<file path="src/rtl/multicycle_sequencer.sv">
// Multicycle control sequencer: FETCH/DECODE/EXEC/MEM/WB/HALT with memory handshake.
// Optional performance counters are enabled by defining SEQ_PERF_CNT_EN.
module multicycle_sequencer (
  input  logic       clock,
  input  logic       reset,
  input  logic [2:0] opCode,
  input  logic       funct,
  input  logic       mem_ready,
  output logic       mem_req,
  output logic       IrWrite,
  output logic       PcWrite,
  output logic       RegWrite,
  output logic       MemWrite,
  output logic       MemLoad,
  output logic [2:0] state,
  output logic       halted
`ifdef SEQ_PERF_CNT_EN
  ,
  output logic [15:0] cycle_cnt,
  output logic [15:0] retire_cnt
`endif
);

  typedef enum logic [2:0] {
    FETCH  = 3'd0,
    DECODE = 3'd1,
    EXEC   = 3'd2,
    MEM    = 3'd3,
    WB     = 3'd4,
    HALT   = 3'd5
  } state_t;

  state_t state_reg;

  logic is_lw;
  logic is_sw;
  logic is_jump;
  logic is_halt;

  assign is_lw   = (opCode == 3'b010);
  assign is_sw   = (opCode == 3'b011);
  assign is_jump = (opCode == 3'b100) || ((opCode == 3'b111) && !funct);
  assign is_halt = (opCode == 3'b111) && funct;

  always_ff @(posedge clock) begin
    if (reset) begin
      state_reg <= FETCH;
    end else begin
      case (state_reg)
        FETCH:  if (mem_ready) state_reg <= DECODE;
        DECODE: state_reg <= is_halt ? HALT : EXEC;
        EXEC: begin
          if (is_lw || is_sw)
            state_reg <= MEM;
          else if (opCode == 3'b100 || opCode == 3'b111)
            state_reg <= FETCH;
          else
            state_reg <= WB;
        end
        MEM:    if (mem_ready) state_reg <= is_lw ? WB : FETCH;
        WB:     state_reg <= FETCH;
        HALT:   state_reg <= HALT;
        default: state_reg <= FETCH;
      endcase
    end
  end

  // Strobes decode the registered state; mem_ready is the only combinational
  // input besides the held instruction fields. Reset suppresses every strobe.
  always_comb begin
    mem_req  = (state_reg == FETCH) || (state_reg == MEM);
    IrWrite  = 1'b0;
    PcWrite  = 1'b0;
    RegWrite = 1'b0;
    MemWrite = 1'b0;
    MemLoad  = 1'b0;
    if (!reset) begin
      case (state_reg)
        FETCH: IrWrite = mem_ready;
        EXEC:  PcWrite = is_jump;
        MEM: begin
          MemLoad  = is_lw;
          MemWrite = mem_ready && is_sw;
          PcWrite  = mem_ready && is_sw;
        end
        WB: begin
          RegWrite = 1'b1;
          PcWrite  = 1'b1;
        end
        default: ;
      endcase
    end
  end

  assign state  = state_reg;
  assign halted = (state_reg == HALT);

`ifdef SEQ_PERF_CNT_EN
  logic [15:0] cycle_cnt_reg;
  logic [15:0] retire_cnt_reg;

  always_ff @(posedge clock) begin
    if (reset) begin
      cycle_cnt_reg  <= 16'd0;
      retire_cnt_reg <= 16'd0;
    end else begin
      if (state_reg != HALT)
        cycle_cnt_reg <= cycle_cnt_reg + 16'd1;
      // Entering HALT retires the halt instruction even though the PC is not written.
      if (PcWrite || ((state_reg == DECODE) && is_halt))
        retire_cnt_reg <= retire_cnt_reg + 16'd1;
    end
  end

  assign cycle_cnt  = cycle_cnt_reg;
  assign retire_cnt = retire_cnt_reg;
`endif

endmodule

</file>
<file path="config.mk">
export PLATFORM = sky130hd
export DESIGN_NAME = multicycle_sequencer
export DESIGN_NICKNAME = d
export VERILOG_FILES = /design/src/rtl/multicycle_sequencer.sv
export SDC_FILE = /design/constraint.sdc
export NUM_CORES = 1
export LEC_CHECK = 0
export CELL_PAD_IN_SITES_DETAIL_PLACEMENT = 0
export CELL_PAD_IN_SITES_GLOBAL_PLACEMENT = 1
export CORE_MARGIN = 2
export CORE_UTILIZATION = 25
export DETAILED_ROUTE_END_ITERATION = 8
export PLACE_DENSITY_LB_ADDON = 0.1
export SETUP_SLACK_MARGIN = 0.4
export SLEW_MARGIN = 20
export SYNTH_ARGS = -nofsm -noshare
export SYNTH_HDL_FRONTEND = slang
export SYNTH_SLANG_ARGS = --single-unit
export TNS_END_PERCENT = 5
</file>
<file path="constraint.sdc">
create_clock -name clock -period 2.1 [get_ports clock]
set_input_delay 0.42 -clock clock [delete_from_list [all_inputs] [get_ports clock]]
set_output_delay 0.42 -clock clock [all_outputs]
set_load 0.02 [all_outputs]
</file>
======== Yosys cells after proc, flatten, opt, wreduce, memory -nomap -nowiden ========
Index checks and enable logic that the tools add are counted.
operators by class
  equality and inequality tests ........... 11
  muxes and demuxes ....................... 17
  reduce and logical (&&, ||, !) cells .... 10
operators by type and width
  kind                                                              number
  3-bit two-way mux                                                 6
  3-bit case mux with 5 select lines                                1
  3-bit by 2-bit == test with 1-bit output (second input constant)  4
  3-bit == test (second input constant)                             4
  1-bit two-way mux                                                 9
  1-bit logical OR                                                  4
  2-bit inequality test (second input constant)                     2
  3-bit by 1-bit == test with 1-bit output (second input constant)  1
  1-bit logical AND                                                 3
  3-bit zero test                                                   1
  1-bit case mux with 3 select lines                                1
  2-bit AND reduction                                               1
  1-bit zero test                                                   1
word-level totals
  logic and storage cells ................. 39
  bits of input ports ..................... 7
  bits in registers ....................... 3
  output and inout port bits .............. 10

======== Depth between registers and ports, before layout ========
Gate-level depths: netlist of run 1.
  depth after elaboration ................. 5
  gate-level depth with buffers ........... 5
  mapped depth without buffers ............ 4

======== Least setup slack after synthesis of run 1 ========
No wires, ideal clock.
  path kind ............................... reg2out
  from .................................... register state_reg[2], in the netlist state[2]
  to ...................................... output port PcWrite
  cell stages (with the launch flop) ...... 3
  arrival time ............................ 1720 ps
  slack ................................... -40 ps
  required time ........................... 1680 ps
  cell sequence ........................... dfxtp_1 nor4b_1 or3b_1
between the ends
  longest elaborated chain between the ends .. 3
  elaborated cells between the ends (all ways) .. 5
  classes of those cells .................. 3 x eq/ne; 2 x mux
ends and longest elaborated chain
  what                                                                       RTL line  text
  start, declared                                                            33        state_t state_reg;
  start signal, assigned                                                     51        DECODE: state_reg <= is_halt ? HALT : EXEC;
  start signal, assigned                                                     60        MEM: if (mem_ready) state_reg <= is_lw ? WB : FETCH;
  3-bit == test or 3-bit by 2-bit == test with 1-bit output (tied branches)  78        case (state_reg)
  1-bit case mux with 3 select lines (*)                                     78
  1-bit two-way mux (*)                                                      77        if (!reset) begin
  end, declared                                                              11        output logic PcWrite,
Every way passes the cells marked *; elsewhere a longest branch is shown, timed or not.

======== Worst setup path after layout of run 1 ========
  from .................................... register state_reg[1], in the netlist state[1]
  to ...................................... output port PcWrite
Same word-level chain as after synthesis.

==> results of run 1 <==
## worst max path at each step
stage	from	end	slack (ns)
after global routing	state[1]$_SDFFE_PP0P_	PcWrite	0.14
after global placement	opCode[2]	PcWrite	-0.54
after detailed placement	opCode[2]	PcWrite	-0.56
final	state[1]$_SDFFE_PP0P_	PcWrite	0.17
after CTS	state[1]$_SDFFE_PP0P_	PcWrite	0.14
after floorplan	state[1]$_SDFFE_PP0P_	PcWrite	0.31
## layer usage
layer / up-vias / routed length, um / track usage
li1: 225 / - / -
met4: 0 / 46 / 0.150
met2: 16 / 537 / 0.266
met5: - / 0 / 0
met1: 206 / 517 / 0.194
met3: 4 / 45 / 0.0326
## cell type report
type	instances	area, um2
sequential	3	63.8
fill	135	652
clock buffer	4	26.3
tap	15	18.8
timing repair buffer	29	246
inverter	3	11.3
multi-input combinational	36	267
## power breakdown
part           switching (mW)  internal [mW]  total [mW]  leakage, nW
combinational          0.0841         0.0804       0.165        0.250
sequential             0.0100         0.0658      0.0759       0.0258
clock                  0.0382         0.0717       0.110       0.0150
total                   0.132          0.218       0.350        0.291
## kinds of logic (layout without fill, tap and decap cells)
group,after synthesis,count (layout),share of synthesized area
flip-flops,3,3,0.176
XOR/XNOR,1,1,0.0257
AND/OR/NAND/NOR,21,21,0.452
buffers and inverters,5,36,0.0809
AO/OA/AOI/OAI,13,13,0.235
multiplexers,1,1,0.0294
## worst max-delay path: cells and delay by family (launching register included)
kind          cells  cell delay, ns
flops             1            0.32
buf+inv           1            0.14
simple gates      4            0.82
## synth_stat cells, types with 2 or more instances
cell type / instances
and3_1: 3
a31oi_1: 2
nor2_1: 4
inv_1: 3
nand3b_1: 3
dfxtp_1: 3
o21ai_0: 6
## metrics by stage
stage          setup TNS (ns)  utilization  area [um2]
2_1_floorplan               0            -         352
3_3_place_gp            -1.70        0.476         612
3_5_place_dp            -1.80        0.476         612
4_1_cts                     0        0.493         633
5_1_grt                     0        0.493         633
6_report                    0        0.493         633
## cell usage in the layout, fill, tap and decap left out, types with 2 or more instances in the layout
master,netlist,layout
clkdlybuf4s15_2,0,2
o21ai_0,6,5
dlygate4sd2_1,0,8
buf_4,0,13
a31oi_1,2,2
clkdlybuf4s50_1,0,3
clkbuf_4,0,3
and3_1,3,2
nor2_1,4,4
inv_1,3,3
and3_4,1,2
dfxtp_2,0,3
nand3b_1,3,3
## timing repair
action / CTS / global route
endpoints found under the hold margin: 0 / 0
resized for setup: 29 / 0
setup endpoints to repair: 10 / 10
pin swaps: 2 / 1
==> qor.yml, run 1 <==
detailed_routing:
  postRouteAntennaNets: 0
  drc_errors: 0
  drt-total-wl_um: 1150
  num_vias: 451
  viasPerCell: 5.01
  first_pass_iters: 4
  drtIter0Drc: 8
  wl_per_cell_um: 12.7
setup_path:
  cp_data_required_time_ns: 1.68
  crit_chain: "nor3b_4 > and3_4 > and3_4 > or3b_4 > buf_6"
  cp_max_fo: 2
  crit_top_cell: "and3_4"
  slowest_stage: "or3b_4"
  endpoint_kind: "output port"
  crit_path_start_kind: "register"
  rr_startpoint: "state[2]$_SDFFE_PP0P_"
  criticalPathCategory: "register to output port"
  cp_slowest_stage_delay_ns: 0.36
  rrSetupSlack_ns: 0.93
  reg2reg_depth: 5
  regToRegEndpoint: "state[1]$_SDFFE_PP0P_"
  cp.arrival_ns: 1.51
power_and_ir_drop:
  ir_drop_v: 0.000167
  power_density_nw_per_um2: 553
  leakage_nw: 0.291
  power_mw: 0.350
synthesis:
  avgSynthCellArea_um2: 7.73
  syn-num-nets: 51
  synth_area_leader_cell: "dfxtp_1"
  synth_warnings: 0
  ys_seq_elements: 3
  async_flop_share: 0
  synth_area_um2: 340
  synth_ff_type: "dfxtp_1"
  synth_seq_area_share: 0.176
  yosys-top-cells-area: "dfxtp_1 18%, o21ai_0 8.8%, nand3b_1 6.6%, and3_1 5.5%, nor3b_4 5.5%"
  synth_cell_type_count: 27
  yosysTopAreaCellShare: 0.176
  synth_edf_count: 0
  syn_inst: 44
finish:
  diodes: 0
  layout.nets: 83
  fin_cells: 90
  syn_to_final_growth_pct: 86.0
  drive_gt1_frac: 0.413
  largest_reg_flops: 3
clock_tree:
  clk-insertion-delay-late_ns: 0.25
  cts-root-buf: "clkbuf_4"
  cts_tree: "done"
  clk_pin_slew_worst_paths_ns: 0.04
  cts_setup_buffers: 0
  clockBufferDepth: 2
  htree_levels: 1
  cts_sinks: 3
  cts_made_buffers: 3
  holdBufCountCts: 0
timing:
  setup_violations: 0
  rsz0062_at_grt: "true"
  relSlewSlack: 0.804
  setup_ws_ns: 0.167
  period_minus_slack_ns: 1.93
  worst_slew_pin_slew_ns: 0.290
  timing.hold.ws_ns: 0.667
  fmax_ghz: 0.517
  slew_viol_final: 0
  hold_violations: 0
  fin_skew_ns: 0.00660
  period_share: 0.921
floorplanning:
  die_w_um: 40.9
  core_area_um2: 1280
  start_util: 0.265
  dieArea_um2: 1670
  die_h_um: 40.9
  row_count: 13
  io_pins: 17
outcome:
  status: "complete, no violations"
global_routing:
  grt_pass1_wl_um: 1770
  grt.overflow.total: 0
  first_global_vias: 414
  grt_max_degree: 9
  grtUsageTotal: 0.170
  antenna_found_initial: 0
placed_design:
  port_buffers: 16
  dp_cells: 86
  place.gp.congestion: 0.754
  pre_cts_slack_ns: -0.560
  dp_hpwl_um: 857
hold_path:
  hold_path.class: "primary input to register"
  whs_path_depth: 3
  min-delay-start: "reset"
  min_to: "state[2]$_SDFFE_PP0P_"
run:
  drv_cap: 0
(Power assumes the default switching activity.)
==> run 2: changes to the inputs <==
--- a/config.mk
+++ b/config.mk
@@ -7,8 +7,9 @@
 export LEC_CHECK = 0
 export CELL_PAD_IN_SITES_DETAIL_PLACEMENT = 0
 export CELL_PAD_IN_SITES_GLOBAL_PLACEMENT = 1
-export CORE_MARGIN = 2
+export CORE_MARGIN = 1.5
 export CORE_UTILIZATION = 25
+export CTS_CLUSTER_DIAMETER = 50
 export DETAILED_ROUTE_END_ITERATION = 8
 export PLACE_DENSITY_LB_ADDON = 0.1
 export SETUP_SLACK_MARGIN = 0.4
==> run 2 against run 1 <==
  * Count of clock-buffer cells in the layout is the same
  * Largest cell class unchanged
  * Combinational power decreased by 5%
  * Critical endpoint unchanged
  * Fmax up 0.16%
  * Critical path type unchanged
  * Cell count fell by 2.2%
  * Non-clock buffer count down 2
  * Global-route usage shrank 1.2 points
==> qor.yml, run 2 (same netlist as run 1, synthesis figures left out) <==
outcome:
  status: "complete, no violations"
run:
  drv_cap: 0  # unchanged
timing:
  setup_violations: 0  # unchanged
  fmax_ghz: 0.518  # +0.16%
  period_minus_slack_ns: 1.93  # -0.00299 ns
  rsz0062_at_grt: "true"
  period_share: 0.919  # -0.00143
  fin_skew_ns: 0.00491  # -0.00169 ns
  worst_slew_pin_slew_ns: 0.277  # -0.0132 ns
  hold_violations: 0  # unchanged
  relSlewSlack: 0.813  # +0.00892
  timing.hold.ws_ns: 0.563  # -0.103 ns
  slew_viol_final: 0  # unchanged
finish:
  syn_to_final_growth_pct: 80.5
  final_common_cell: "buf_4"
  final_cell_mix: "11 x buf_4, 7 x dlygate4sd2_1, 6 x o21ai_0, 4 x nor2_1"
  diodes: 0  # unchanged
  layout.nets: 81  # -2.4%
  largest_reg_flops: 3  # unchanged
  drive_gt1_frac: 0.411  # -0.00237
  finalInstanceArea_um2: 614  # -3.0%
floorplanning:
  io_pins: 17  # unchanged
  start_util: 0.265  # unchanged
  dieArea_um2: 1590  # -4.8%
  die_w_um: 39.9  # -2.4%
  core_area_um2: 1280  # unchanged
  row_count: 13  # unchanged
  die_h_um: 39.9  # -2.4%
setup_path:
  startpoint: "state[1]$_SDFFE_PP0P_"
  cp.arrival_ns: 1.51  # about the same
  cp_data_required_time_ns: 1.68  # about the same
  rrSetupSlack_ns: 0.96  # +0.03 ns
  reg2reg_depth: 5  # unchanged
  criticalPathCategory: "register to output port"
  endpoint_kind: "output port"
  regToRegEndpoint: "state[2]$_SDFFE_PP0P_"
  cp_max_fo: 3  # +1
  rr_startpoint: "state[0]$_SDFFE_PP0P_"
  cp-endpoint: "PcWrite"
  crit_path_start_kind: "register"
power_and_ir_drop:
  ir_drop_v: 0.000202  # +21%
  power_density_nw_per_um2: 550  # -0.63%
  leakage_nw: 0.275  # -5.4%
detailed_routing:
  postRouteAntennaNets: 0  # unchanged
  drt-total-wl_um: 1030  # -9.9%
  first_pass_iters: 4  # unchanged
  drtIter0Drc: 11  # +3
  num_vias: 428  # -5.1%
  viasPerCell: 4.86  # -2.9%
  wl_per_cell_um: 11.7  # -7.9%
  drc_errors: 0  # unchanged
clock_tree:
  cts_made_buffers: 3  # unchanged
  cts_setup_buffers: 0  # unchanged
  clk-insertion-delay-late_ns: 0.24  # about the same
  cts_sinks: 3  # unchanged
  clockBufferDepth: 2  # unchanged
  htree_levels: 1  # unchanged
  cts-root-buf: "clkbuf_4"
  holdBufCountCts: 0  # unchanged
  clk_pin_slew_worst_paths_ns: 0.04  # about the same
  cts_tree: "done"
placed_design:
  place.gp.congestion: 0.730  # -3.2%
  dp_hpwl_um: 769  # -10%
  port_buffers: 16  # unchanged
  placed_area_um2: 597  # -2.5%
hold_path:
  whs_path_depth: 4  # +1
  min-delay-start: "reset"
  hold_path.class: "primary input to register"
global_routing:
  grtUsageTotal: 0.159  # -0.0117
  first_global_vias: 385  # -7.0%
  grt_pass1_wl_um: 1660  # -6.6%
  grt_max_degree: 9  # unchanged
  antenna_found_initial: 0  # unchanged
  grt.overflow.total: 0  # unchanged
-- run 2: cell count changes in the layout (fill, tap and decap cells not counted) --
cell | previous run | this run
buf_2 | 1 | 2
o21ai_1 | 1 | 0
o21ai_0 | 5 | 6
buf_4 | 13 | 11
dlygate4sd2_1 | 8 | 7
-- run 2: where the power goes --
part           switching [mW]  total, mW  leakage, nW  internal [mW]
clock network          0.0327      0.104       0.0150         0.0714
registers              0.0108     0.0766       0.0258         0.0658
logic                  0.0797      0.157        0.235         0.0773
total                   0.123      0.338        0.275          0.215
-- run 2: how the worst min path moves through the flow --
stage	endpoint	slack, ns
detailed placement	state[2]$_SDFFE_PP0P_	0.58
floorplan	state[2]$_SDFFE_PP0P_	0.53
CTS	state[0]$_SDFFE_PP0P_	0.57
finish	state[2]$_SDFFE_PP0P_	0.56
global route	state[2]$_SDFFE_PP0P_	0.56
global placement	state[2]$_SDFFE_PP0P_	0.57
-- run 2: routing by layer --
| layer | vias to the layer above | GRT usage | routed length [um] |
|---|---|---|---|
| met2 | 14 | 0.238 | 502 |
| li1 | 221 | - | - |
| met5 | - | 0 | 0 |
| met3 | 2 | 0.0511 | 46 |
| met4 | 0 | 0.0517 | 4 |
| met1 | 191 | 0.208 | 480 |
-- run 2: per-stage QoR --
step / util / cells / power [mW] / TNS, ns / setup slack (ns)
detailed placement: 0.464 / 84 / 0.243 / -1.98 / -0.584
floorplan: - / 44 / 0.161 / 0 / 0.312
global placement: 0.464 / 84 / 0.245 / -2.00 / -0.576
finish: 0.478 / 88 / 0.338 / 0 / 0.170
global route: 0.478 / 88 / 0.368 / 0 / 0.134
CTS: 0.478 / 88 / 0.340 / 0 / 0.150
-- run 2: worst max-delay path, cell delays in order (launching register included) --
cell and delay, ns:
dfxtp_2 0.31, nor3b_4 0.15, and3_4 0.17, and3_4 0.14, or3b_4 0.36, buf_6 0.14
-- run 2: repair_timing --
action,CTS,global route
pin swaps,1,1
gates cloned,0,0
setup endpoints to repair,10,10
gates resized for setup,31,0
-- run 2: cell type report --
class	count	area, um2
multi-input cells	36	267
repair buffers	27	228
well taps	15	18.8
flip-flops and latches	3	63.8
inverters	3	11.3
clock buffers	4	26.3
fillers	135	671
==> run 3: changes to the inputs <==
--- a/config.mk
+++ b/config.mk
@@ -7,7 +7,6 @@
 export LEC_CHECK = 0
 export CELL_PAD_IN_SITES_DETAIL_PLACEMENT = 0
 export CELL_PAD_IN_SITES_GLOBAL_PLACEMENT = 1
-export CORE_MARGIN = 1.5
 export CORE_UTILIZATION = 25
 export CTS_CLUSTER_DIAMETER = 50
 export DETAILED_ROUTE_END_ITERATION = 8
==> run 3 against run 2 <==
  * Cell count stayed put
  * Sequential share of layout area is 0.35 points lower
  * Critical endpoint unchanged
  * Count of clock-buffer cells in the layout stayed put
  * Largest cell class unchanged
==> qor.yml, run 3 (same netlist as run 1, synthesis figures left out) <==
outcome:
  status: "complete, no violations"
finish:
  seqCellArea_um2: 62.6  # -2.0%
  final_common_cell: "buf_4"
  largest_reg_flops: 3  # unchanged
  final_cell_mix: "12 x buf_4, 5 x o21ai_0, 5 x dlygate4sd2_1, 4 x nor2_1"
  fin_cells: 88  # unchanged
  syn_to_final_growth_pct: 83.1
  n_fill_cell: 116  # -14%
  diodes: 0  # unchanged
  layout.nets: 82  # +1.2%
  multi_input_area_um2: 267  # unchanged
  drive_gt1_frac: 0.432  # +0.0215
setup_path:
  cp_data_required_time_ns: 1.68  # about the same
  cp.arrival_ns: 1.51  # about the same
  endpoint_kind: "output port"
  crit_buf_inv: 1  # unchanged
  crit_chain: "nor3b_4 > and3_4 > and3_4 > or3b_4 > buf_6"
  crit_top_cell: "and3_4"
  cp_slowest_stage_delay_ns: 0.36  # about the same
  crit_path_start_kind: "register"
  cp_max_fo: 3  # unchanged
  criticalPathCategory: "register to output port"
  path_delay_family: "simple AND/OR/NAND/NOR gates"
  slowest_stage: "or3b_4"
detailed_routing:
  first_pass_iters: 4  # unchanged
  wl_per_cell_um: 12.4  # +5.2%
  drt-total-wl_um: 1090  # +5.2%
  viasPerCell: 5.24  # +7.7%
  drc_errors: 0  # unchanged
  drtIter0Drc: 12  # +1
  num_vias: 461  # +7.7%
  postRouteAntennaNets: 0  # unchanged
timing:
  fin_skew_ns: 0.00358  # -0.00133 ns
  hold_violations: 0  # unchanged
  period_share: 0.917  # -0.00253
  worst_slew_pin_slew_ns: 0.316  # +0.0394 ns
  relSlewSlack: 0.786  # -0.0266
  fin_tns_setup_ns: 0  # unchanged
  timing.hold.ws_ns: 0.594  # +0.0303 ns
  rsz0062_at_grt: "true"
  fmax_ghz: 0.519  # +0.28%
  setup_violations: 0  # unchanged
  slew_viol_final: 0  # unchanged
  period_minus_slack_ns: 1.93  # -0.00532 ns
power_and_ir_drop:
  leakage_nw: 0.277  # +0.75%
  ir_drop_v: 0.000300  # +49%
  power_density_nw_per_um2: 560  # +1.8%
global_routing:
  grt_max_degree: 9  # unchanged
  grt_pass1_wl_um: 1710  # +3.3%
  antenna_found_initial: 0  # unchanged
  grtUsageTotal: 0.162  # +0.00320
  first_global_vias: 445  # +16%
  grt.overflow.total: 0  # unchanged
floorplanning:
  io_pins: 17  # unchanged
  die_h_um: 38.9  # -2.5%
  row_count: 12  # -1
  dieArea_um2: 1510  # -5.0%
  die_w_um: 38.9  # -2.5%
  core_area_um2: 1190  # -7.7%
  start_util: 0.287  # +0.0221
clock_tree:
  cts_tree: "done"
  htree_levels: 1  # unchanged
  holdBufCountCts: 0  # unchanged
  cts_sinks: 3  # unchanged
  cts-root-buf: "clkbuf_4"
  clk-insertion-delay-late_ns: 0.24  # about the same
  clockBufferDepth: 2  # unchanged
  clk_pin_slew_worst_paths_ns: 0.04  # about the same
  cts_made_buffers: 3  # unchanged
  cts_setup_buffers: 0  # unchanged
placed_design:
  place.gp.congestion: 0.870  # +19%
  dp_hpwl_um: 834  # +8.5%
  dp_cells: 84  # unchanged
  port_buffers: 16  # unchanged
hold_path:
  hold_path.class: "register to register"
run:
  drv_cap: 0  # unchanged
[run 3: worst paths after layout]
path / startpoint / endpoint / slack (ns) / depth (start not counted)
worst max-delay path: state[1]$_SDFFE_PP0P_ / PcWrite / 0.17 / 5
worst min-delay path: state[2]$_SDFFE_PP0P_ / state[2]$_SDFFE_PP0P_ / 0.59 / 3
worst max register to register: state[0]$_SDFFE_PP0P_ / state[2]$_SDFFE_PP0P_ / 0.81 / 5
worst min register to register: state[2]$_SDFFE_PP0P_ / state[2]$_SDFFE_PP0P_ / 0.59 / 3
[run 3: area by class of cell]
class,count,area share
multi-input combinational,36,0.428
tap,14,0.0281
sequential,3,0.100
inverter,3,0.0181
timing repair buffer,28,0.384
clock buffer,4,0.0422
[run 3: stage by stage]
step	setup WS, ns	utilization	instance area [um2]	power, mW
floorplan	0.312	-	352	0.161
global route	0.153	0.525	623	0.366
CTS	0.152	0.527	626	0.347
detailed placement	-0.551	0.508	603	0.249
finish	0.175	0.525	623	0.349
global placement	-0.534	0.508	603	0.247
[run 3: per-layer routing]
| layer | track usage | vias up | routed length [um] |
|---|---|---|---|
| met5 | 0 | - | 0 |
| met4 | 0.0948 | 0 | 30 |
| met3 | 0.00578 | 6 | 69 |
| met2 | 0.300 | 29 | 534 |
| met1 | 0.178 | 202 | 452 |
| li1 | - | 224 | - |
[run 3: report_power, final]
part,internal [mW],switching [mW]
clock network,0.0716,0.0356
logic,0.0821,0.0867
registers,0.0649,0.00797
total,0.219,0.130
[run 3: what timing repair did]
action | 4_1_cts | 5_1_grt
resized for setup | 30 | 4
cloned | 0 | 0
endpoints found under the setup margin | 10 | 10
pin swaps | 1 | 1
[run 3: tightest hold or removal path: stages (launching register included)]
cell	delay [ns]
dfxtp_2	0.34
nor3b_4	0.05
o21ai_0	0.08
o32ai_1	0.08
